<file path="config.mk">
export PLATFORM = sky130hd
export DESIGN_NAME = jianpan_saomiao
export DESIGN_NICKNAME = d
export VERILOG_FILES = /design/src/rtl/jianpan_saomiao_pkg.sv /design/src/rtl/jianpan_saomiao_anjian_xiaodou.sv /design/src/rtl/jianpan_saomiao.sv
export SDC_FILE = /design/constraint.sdc
export NUM_CORES = 1
export LEC_CHECK = 0
export ABC_AREA = 1
export CORE_UTILIZATION = 60
export CTS_CLUSTER_DIAMETER = 30
export DETAILED_ROUTE_END_ITERATION = 7
export PLACE_DENSITY = 0.82
export SKIP_CTS_REPAIR_TIMING = 1
export SYNTH_ARGS = -nofsm -noshare
export SYNTH_HDL_FRONTEND = slang
export SYNTH_SLANG_ARGS = --single-unit
</file>
<file path="constraint.sdc">
create_clock -name clk -period 6.6 [get_ports clk]
set_input_delay 0.66 -clock clk [delete_from_list [all_inputs] [get_ports clk]]
set_output_delay 0.66 -clock clk [all_outputs]
set_load 0.01 [all_outputs]
</file>
<file path="src/rtl/jianpan_saomiao_pkg.sv">
// Shared definitions for the keypad scanner: debounce states, frame results
// and the idle row drive pattern.
package jianpan_saomiao_pkg;

  typedef enum logic [1:0] {
    ST_IDLE,
    ST_CAND,
    ST_PRESSED,
    ST_REL
  } deb_state_e;

  typedef enum logic [1:0] {
    RES_NONE,
    RES_SINGLE,
    RES_MULTI
  } frame_res_e;

  localparam logic [3:0] ROW_IDLE = 4'b1111;

  // Active-low one-hot row drive for a row index.
  function automatic logic [3:0] row_drive(input logic [1:0] idx);
    return ~(4'b0001 << idx);
  endfunction

endpackage

</file>
<file path="src/rtl/jianpan_saomiao_anjian_xiaodou.sv">
// Per-frame debounce FSM: turns a stream of frame results into one accepted
// key event per physical press, with a matching debounced release.
module anjian_xiaodou
  import jianpan_saomiao_pkg::*;
#(
  parameter int unsigned DEBOUNCE_FRAMES = 3
) (
  input  logic       clk,
  input  logic       rst,
  input  logic       en,
  input  logic       frame_strobe,
  input  frame_res_e result,
  input  logic [3:0] key,
  output logic [3:0] key_code,
  output logic       key_valid,
  output logic       key_held
);

  localparam logic [3:0] DF = 4'(DEBOUNCE_FRAMES);

  deb_state_e state, state_n;
  logic [3:0] cnt, cnt_n, cnt_inc;
  logic [3:0] cand, cand_n;
  logic [3:0] code_n;
  logic       valid_n, held_n;

  always_ff @(posedge clk) begin
    if (rst) begin
      state     <= ST_IDLE;
      cnt       <= '0;
      cand      <= '0;
      key_code  <= '0;
      key_valid <= 1'b0;
      key_held  <= 1'b0;
    end else if (!en) begin
      // key_code deliberately survives a disable; only reset clears it.
      state     <= ST_IDLE;
      cnt       <= '0;
      cand      <= '0;
      key_valid <= 1'b0;
      key_held  <= 1'b0;
    end else begin
      state     <= state_n;
      cnt       <= cnt_n;
      cand      <= cand_n;
      key_code  <= code_n;
      key_valid <= valid_n;
      key_held  <= held_n;
    end
  end

  always_comb begin
    state_n = state;
    cnt_n   = cnt;
    cand_n  = cand;
    code_n  = key_code;
    valid_n = 1'b0;
    held_n  = key_held;
    cnt_inc = (cnt == 4'hF) ? cnt : cnt + 4'd1;
    if (frame_strobe) begin
      unique case (state)
        ST_IDLE: begin
          if (result == RES_SINGLE) begin
            cand_n = key;
            if (DF <= 4'd1) begin
              state_n = ST_PRESSED;
              code_n  = key;
              valid_n = 1'b1;
              held_n  = 1'b1;
              cnt_n   = '0;
            end else begin
              state_n = ST_CAND;
              cnt_n   = 4'd1;
            end
          end
        end
        ST_CAND: begin
          if (result == RES_SINGLE && key == cand) begin
            if (cnt_inc >= DF) begin
              state_n = ST_PRESSED;
              code_n  = cand;
              valid_n = 1'b1;
              held_n  = 1'b1;
              cnt_n   = '0;
            end else begin
              cnt_n = cnt_inc;
            end
          end else begin
            state_n = ST_IDLE;
            cnt_n   = '0;
          end
        end
        ST_PRESSED: begin
          if (result == RES_NONE) begin
            if (DF <= 4'd1) begin
              state_n = ST_IDLE;
              held_n  = 1'b0;
              cnt_n   = '0;
            end else begin
              state_n = ST_REL;
              cnt_n   = 4'd1;
            end
          end
        end
        ST_REL: begin
          if (result == RES_NONE) begin
            if (cnt_inc >= DF) begin
              state_n = ST_IDLE;
              held_n  = 1'b0;
              cnt_n   = '0;
            end else begin
              cnt_n = cnt_inc;
            end
          end else begin
            state_n = ST_PRESSED;
            cnt_n   = '0;
          end
        end
        default: state_n = ST_IDLE;
      endcase
    end
  end

endmodule

</file>
<file path="src/rtl/jianpan_saomiao.sv">
// 4x4 keypad scanner: drives rows, synchronizes the column lines and
// classifies each full scan frame before handing it to the debouncer.
module jianpan_saomiao
  import jianpan_saomiao_pkg::*;
#(
  parameter int unsigned SCAN_DIV        = 16,
  parameter int unsigned DEBOUNCE_FRAMES = 3
) (
  input  logic       clk,
  input  logic       rst,
  input  logic       en,
  input  logic [3:0] col,
  output logic [3:0] row,
  output logic [3:0] key_code,
  output logic       key_valid,
  output logic       key_held
);

  localparam int unsigned DW = $clog2(SCAN_DIV);
  localparam logic [DW-1:0] DWELL_LAST = DW'(SCAN_DIV - 1);

  logic          active;
  logic [DW-1:0] dwell;
  logic [1:0]    idx;
  logic [3:0]    col_s1, col_s2;
  logic [1:0]    low_cnt;
  logic [3:0]    acc_key;

  logic [3:0]    hits;
  logic [2:0]    row_cnt, sum;
  logic [1:0]    row_col, merged_cnt;
  logic [3:0]    merged_key;
  logic          sample, frame_strobe;
  frame_res_e    result;

  always_ff @(posedge clk) begin
    if (rst) begin
      col_s1 <= '1;
      col_s2 <= '1;
    end else begin
      col_s1 <= col;
      col_s2 <= col_s1;
    end
  end

  // active lags en by one edge so the first row appears one cycle after enable.
  always_ff @(posedge clk) begin
    if (rst || !en) begin
      active  <= 1'b0;
      dwell   <= '0;
      idx     <= '0;
      low_cnt <= '0;
      acc_key <= '0;
    end else begin
      active <= 1'b1;
      if (active) begin
        if (dwell == DWELL_LAST) begin
          dwell <= '0;
          idx   <= idx + 2'd1;
        end else begin
          dwell <= dwell + DW'(1);
        end
        if (sample) begin
          if (idx == 2'd3) begin
            low_cnt <= '0;
            acc_key <= '0;
          end else begin
            low_cnt <= merged_cnt;
            acc_key <= merged_key;
          end
        end
      end
    end
  end

  always_comb begin
    row = active ? row_drive(idx) : ROW_IDLE;
  end

  // Low-bit count saturates at 2: anything beyond one key is ghosting-ambiguous.
  always_comb begin
    hits    = ~col_s2;
    row_cnt = '0;
    row_col = '0;
    for (int unsigned c = 0; c < 4; c++) begin
      if (hits[c]) begin
        row_cnt = row_cnt + 3'd1;
        row_col = 2'(c);
      end
    end
    sum        = {1'b0, low_cnt} + row_cnt;
    merged_cnt = (sum >= 3'd2) ? 2'd2 : sum[1:0];
    merged_key = (low_cnt == 2'd0 && row_cnt == 3'd1) ? {idx, row_col} : acc_key;
    sample       = active && (dwell == DWELL_LAST);
    frame_strobe = sample && (idx == 2'd3);
    if (merged_cnt == 2'd0) begin
      result = RES_NONE;
    end else if (merged_cnt == 2'd1) begin
      result = RES_SINGLE;
    end else begin
      result = RES_MULTI;
    end
  end

  anjian_xiaodou #(
    .DEBOUNCE_FRAMES(DEBOUNCE_FRAMES)
  ) u_xiaodou (
    .clk         (clk),
    .rst         (rst),
    .en          (en),
    .frame_strobe(frame_strobe),
    .result      (result),
    .key         (merged_key),
    .key_code    (key_code),
    .key_valid   (key_valid),
    .key_held    (key_held)
  );

endmodule
</file>
# After elaboration in Yosys (flattened, before gate mapping)
# Cells that the tools add are included.
dict set report totals {
  regBits 37
  in_bits 7
  out_inout_bits 10
  wordCells 103
}
dict set report op_classes {
  add_sub_neg 7
  magnitude_cmp 2
  n_eq_ne 18
  shift 1
  n_mux 36
  bitwise_logic 6
  reduce_logical 20
}
# cell count
set op_table {}
lappend op_table {{4-bit two-way mux} 10}
lappend op_table {{2-bit two-way mux} 12}
lappend op_table {{4-bit case mux with 4 select lines} 1}
lappend op_table {{2-bit by 1-bit inequality test with 1-bit output (second input constant)} 6}
lappend op_table {{5-bit AND reduction} 2}
lappend op_table {{3-bit by 1-bit adder with 3-bit output (second input constant)} 3}
lappend op_table {{3-bit two-way mux} 3}
lappend op_table {{4-bit by 1-bit adder with 4-bit output (second input constant)} 2}
lappend op_table {{4-bit == test (second input constant)} 2}
lappend op_table {{2-bit zero test} 4}
lappend op_table {{1-bit two-way mux} 8}
lappend op_table {{4-bit inverter} 2}
lappend op_table {{2-bit case mux with 4 select lines} 1}
lappend op_table {{2-bit by 1-bit == test with 1-bit output (second input constant)} 3}
lappend op_table {{2-bit == test (second input constant)} 3}
lappend op_table {{3-bit AND reduction} 2}
lappend op_table {{6-bit AND reduction} 1}
lappend op_table {{5-bit OR reduction} 1}
lappend op_table {{4-bit == test} 1}
lappend op_table {{4-bit by 2-bit >= comparator with 1-bit output (second input constant)} 1}
lappend op_table {{1-bit logical AND} 4}
lappend op_table {{1-bit inverter} 4}
lappend op_table {{2-bit AND reduction} 2}
lappend op_table {{1-bit by 2-bit left shift with 4-bit output (first input constant)} 1}
lappend op_table {{other kinds (11)} 11}

# Depth between registers and ports, before layout
dict set report depth {
  word_depth 18
  ltp_mapped 23
  depth_no_buf 23
}

# By module
# Synthesis repeated with hierarchy kept, for this count alone.
dict set report unflattened {
  hier_cells 295
  area_unflattened_um2 2108.3
}
# module instances cells_per_inst area_each_um2 seq_area_each_um2
set modules_own_cells {}
lappend modules_own_cells {jianpan_saomiao 1 153 1198.6 420.4}
lappend modules_own_cells {anjian_xiaodou 1 142 909.6 320.3}

# Least setup slack after synthesis
# No wires, ideal clock.
dict set report synth_path {
  path_type {register -> register}
  start {reg col_s2[1]}
  end {reg u_xiaodou.key_code[2]}
  setup_time_ns 0.068
  arrival_ns 2.698
  required_ns 6.532
  slack_ns 3.834
  stages_incl_launch_ff 21
  n_path_buf 0
  period_less_slack_ns 2.766
  cell_sequence {dfxtp_1 > inv_1 > ha_1 > inv_1 > nand2_1 > nand2_1 > ha_1 > nand2_1 > nand2_2 > fa_1 > inv_1 > nand3_1 > nor2_1 > nand2_1 > nor2_2 > nand3_2 > inv_2 > nand2_4 > clkinv_4 > nand2_1 > a21oi_2}
}
dict set report synth_via {
  elab_chain_cells 15
  word_cells_on_any_way 23
  classes_between {3 x add/sub; 1 x order compare; 4 x eq/ne; 10 x mux; 1 x bitwise; 4 x reduce/logical}
}
# element line
set synth_lines {}
lappend synth_lines {{from (decl)} jianpan_saomiao.sv:25} ;# logic [3:0] col_s1, col_s2;
lappend synth_lines {{from (signal assigned)} jianpan_saomiao.sv:42} ;# col_s2 <= col_s1;
lappend synth_lines {{4-bit inverter *} jianpan_saomiao.sv:82} ;# hits = ~col_s2;
lappend synth_lines {{3-bit two-way mux} jianpan_saomiao.sv:86} ;# if (hits[c]) begin
lappend synth_lines {{3-bit by 1-bit adder with 3-bit output} jianpan_saomiao.sv:87} ;# row_cnt = row_cnt + 3'd1;
lappend synth_lines {{3-bit two-way mux} jianpan_saomiao.sv:86}
lappend synth_lines {{3-bit by 1-bit adder with 3-bit output} jianpan_saomiao.sv:87}
lappend synth_lines {{3-bit two-way mux} jianpan_saomiao.sv:86}
lappend synth_lines {{2-bit by 3-bit adder with 3-bit output} jianpan_saomiao.sv:91} ;# sum = {1'b0, low_cnt} + row_cnt;
lappend synth_lines {{3-bit by 2-bit >= comparator with 1-bit output} jianpan_saomiao.sv:92} ;# merged_cnt = (sum >= 3'd2) ? 2'd2 : sum[1:0];
lappend synth_lines {{2-bit two-way mux} jianpan_saomiao.sv:92}
lappend synth_lines {{2-bit by 1-bit == test with 1-bit output} jianpan_saomiao.sv:98} ;# end else if (merged_cnt == 2'd1) begin
lappend synth_lines {{2-bit two-way mux} jianpan_saomiao.sv:98}
lappend synth_lines {{2-bit two-way mux} jianpan_saomiao.sv:96} ;# if (merged_cnt == 2'd0) begin
lappend synth_lines {{2-bit by 1-bit == test with 1-bit output} jianpan_saomiao_anjian_xiaodou.sv:78} ;# if (result == RES_SINGLE && key == cand) begin
lappend synth_lines {{1-bit logical AND *} jianpan_saomiao_anjian_xiaodou.sv:78}
lappend synth_lines {{5-bit AND reduction (no source line) *} --}
lappend synth_lines {{to (signal assigned)} jianpan_saomiao_anjian_xiaodou.sv:46} ;# key_code <= code_n;
lappend synth_lines {{to (decl)} jianpan_saomiao_anjian_xiaodou.sv:14} ;# output logic [3:0] key_code,
# Mark *: on every way between the ends. The rest lies on a longest branch, timed or not.
# A chain may end at the register's enable or synchronous reset.

# Worst setup path in the final report
dict set report layout_path {
  start {reg col_s2[1]}
  end {reg u_xiaodou.cnt[0]}
}
dict set report layout_via {
  elab_chain_cells 16
  word_cells_on_any_way 29
  classes_between {3 x add/sub; 1 x order compare; 6 x eq/ne; 13 x mux; 1 x bitwise; 5 x reduce/logical}
}
# element line
set layout_lines {}
lappend layout_lines {{4-bit inverter *} jianpan_saomiao.sv:82}
lappend layout_lines {{3-bit two-way mux} jianpan_saomiao.sv:86}
lappend layout_lines {{3-bit by 1-bit adder with 3-bit output} jianpan_saomiao.sv:87}
lappend layout_lines {{3-bit two-way mux} jianpan_saomiao.sv:86}
lappend layout_lines {{3-bit by 1-bit adder with 3-bit output} jianpan_saomiao.sv:87}
lappend layout_lines {{3-bit two-way mux} jianpan_saomiao.sv:86}
lappend layout_lines {{2-bit by 3-bit adder with 3-bit output} jianpan_saomiao.sv:91}
lappend layout_lines {{3-bit by 2-bit >= comparator with 1-bit output} jianpan_saomiao.sv:92}
lappend layout_lines {{2-bit two-way mux} jianpan_saomiao.sv:92}
lappend layout_lines {{2-bit by 1-bit == test with 1-bit output} jianpan_saomiao.sv:98}
lappend layout_lines {{2-bit two-way mux} jianpan_saomiao.sv:98}
lappend layout_lines {{2-bit two-way mux} jianpan_saomiao.sv:96}
lappend layout_lines {{2-bit by 1-bit == test with 1-bit output} {jianpan_saomiao_anjian_xiaodou.sv:63, jianpan_saomiao_anjian_xiaodou.sv:78}}
lappend layout_lines {{1-bit logical AND} jianpan_saomiao_anjian_xiaodou.sv:78}
lappend layout_lines {{4-bit two-way mux} jianpan_saomiao_anjian_xiaodou.sv:78}
lappend layout_lines {{4-bit case mux with 4 select lines} jianpan_saomiao_anjian_xiaodou.sv:61} ;# unique case (state)
lappend layout_lines {{to (signal assigned)} jianpan_saomiao_anjian_xiaodou.sv:44} ;# cnt <= cnt_n;
lappend layout_lines {{to (decl)} jianpan_saomiao_anjian_xiaodou.sv:22} ;# logic [3:0] cnt, cnt_n, cnt_inc;
# Marks and branches as above.

==> flow_metrics.tcl <==
set metrics [dict create \
    placed_cells 324 \
    nNetsFinal 305 \
    syn_area_mm2 0.00200 \
    crit_arrival_ps 3400 \
    rsz0062_at_grt "no" \
    period_needed_ps 3140 \
    report.final.hold_viol_count 0 \
    antenna_found_initial 0 \
    ys_warn_count 0 \
    cts.sinks 37 \
    crit_chain "inv_1 -> ha_1 -> inv_1 -> nand2_1 -> nand2_1 -> ha_1 -> nand2_1 -> nand2_2 -> fa_1 -> inv_1 -> nand3_1 -> nor2_1 -> inv_1 -> nand3_1 -> nand2_1 -> nor2_1 -> o21ai_0 -> a21oi_1" \
    total_power_uw 397 \
    layout_setup_ws_ps 3460 \
    slowest_delay_ps 470 \
    max_freq_mhz 319 \
    ys.flop_type "dfxtp_1" \
    die_w_um 59.7 \
    power_density_mw_per_mm2 176 \
    worst_hold_path_type "reg2reg" \
    drt-initial-drc-count 108 \
    status "complete, no violations" \
    rows 20 \
    gp_congestion 0.908 \
    synthArstFlopShare_pct 0 \
    setup_viol 0 \
    cts_buffers 5 \
    postSynthAreaPerCell_um2 7.47 \
    skew_ps 7.80 \
    ioPinCount 17 \
    fill_cells 276 \
    yosys-top-cells-area "dfxtp_1 37%, nand2_1 11%, inv_1 6.6%" \
    crit_slowest_cell "fa_1" \
    ant_nets 0 \
    ys_types 36 \
    timing.hold.ws_ps 422 \
    crit_path_start_kind "flip-flop" \
    ir_worst_vdd_mv 0.156 \
    dp_slack_ps 3550 \
    grt_use_total_pct 24.2 \
    clockBufferDepth 2 \
    worst_pin_slew_ps 875 \
    leakagePower_nw 0.970 \
    drv_cap 0 \
    seq_area_frac_synth_pct 37.1 \
    drive_above_1_share_pct 15.7 \
    initial_core_util_pct 64.3 \
    fp.coreArea_mm2 0.00310 \
    grt_max_degree 17 \
    grt_pass1_vias 1471 \
    crit_required_ps 6860 \
    finalMaxSlewViolations 0 \
    synthesis.nets 285 \
    yosys.area.top_type "dfxtp_1" \
    dp_hpwl_um 2810 \
    wl_um 3740 \
    via_per_inst 5.13 \
    clk_latency_ps 340 \
    vias 1697 \
    synth_top_area_share_pct 37.1 \
    cts_root_buffer "clkbuf_4" \
    wl_per_cell_um 11.3 \
    cts_tree "built" \
    synth-edff-count 0 \
    drc 0 \
    clk_pin_slew_ps 100 \
    grt_pass1_wl_um 6420 \
    diodes 0 \
    drtPass1Iterations 4 \
    end_kind "flip-flop" \
    dieArea_mm2 0.00356 \
    synth-seq-cells 37 \
    post-route-period-util_pct 47.6 \
    fin_setup_tns_ps 0 \
    gr-total-overflow 0 \
    final_cell_mix "59 x nand2_1, 37 x dfxtp_1, 35 x inv_1" \
    die_h_um 59.7 \
    path_max_fanout 5 \
    netlist_instances 267 \
    io_buffers 16 \
    slew_headroom_pct 41.4 \
    area_growth_syn_to_layout_pct 13.0 \
    crit_type "reg2reg" \
    final_common_cell "nand2_1" \
    htreeDepth 2 \
    fin_cells 331 \
]
==> where the power goes <==
| group | switching [mW] | leakage, nW | internal (mW) |
|---|---|---|---|
| logic | 0.0313 | 0.638 | 0.0179 |
| registers | 0.00231 | 0.300 | 0.226 |
| clock network | 0.0688 | 0.0314 | 0.0503 |
| total | 0.102 | 0.970 | 0.294 |
==> sequential cells by signal (all words and copies together), names as in the netlist, 2 cells and up <==
name                count
low_cnt                 2
u_xiaodou.cnt           4
u_xiaodou.cand          4
col_s1                  4
dwell                   4
u_xiaodou.state         2
u_xiaodou.key_code      4
acc_key                 4
idx                     2
col_s2                  4
==> cell type report <==
type,instances,area [um2],area share (%)
timing repair buffer,16,160,7.10
inverter,40,155,6.88
clock buffer,7,55.1,2.44
sequential,37,741,32.9
multi-input combinational,187,1090,48.3
tap,44,55.1,2.44
==> logic make-up after synthesis <==
logic type	share of synthesized area, %
and+or+nand+nor	35.2
adders and majority gates	7.27
xor gates and xnor gates	0.878
DFF	37.1
muxes	0.564
buffers and inverters	8.34
AOI/OAI and AO/OA	10.6
==> path summary, 6_finish.rpt <==
kind | from | endpoint | slack, ps | depth (start not counted)
setup reg to reg | col_s2[1] | u_xiaodou.cnt[0] | 3460 | 18
hold reg to reg | col_s1[2] | col_s2[2] | 420 | 1
setup / recovery | col_s2[1] | u_xiaodou.cnt[0] | 3460 | 18
hold / removal | col_s1[2] | col_s2[2] | 420 | 1
==> synth_stat cells (2+ instances only) <==
cell type   n
nand3b_1    2
nand2_4     3
nor2_2      2
nand4_1     4
nor2_4      2
nor2_1     18
a21oi_1    13
o21ai_0    10
a21oi_2     4
or2_2       8
inv_1      35
nand3_1    22
inv_2       4
nand2_2     8
o22ai_1     5
nand2_1    59
nor4_1      2
xor2_1      2
dfxtp_1    37
ha_1       10
clkbuf_1    2
==> metal layers <==
layer  vias to the layer above  global-route usage (%)  part of all wire (%)
met4                         0                    8.97                   1.4
met2                        47                    36.8                    43
li1                        897                       -                     -
met3                         7                    5.84                   5.5
met5                         -                       0                     0
met1                       746                    33.3                    50
==> worst max-delay path: cells and delay by family, from the launching register on <==
family,cells,cell delay [ps]
flops,1,340
fa+ha+maj,3,1090
buf+inv,4,340
simple gates,9,910
compound gates,2,380
==> through the flow <==
stage	util, %	instance area [um2]
5_1_grt	72.7	2250
3_5_place_dp	70.9	2200
4_1_cts	72.7	2250
3_3_place_gp	70.9	2200
2_1_floorplan	-	2000
6_report	72.7	2250
Note: power is estimated with default switching activity, not from simulation.
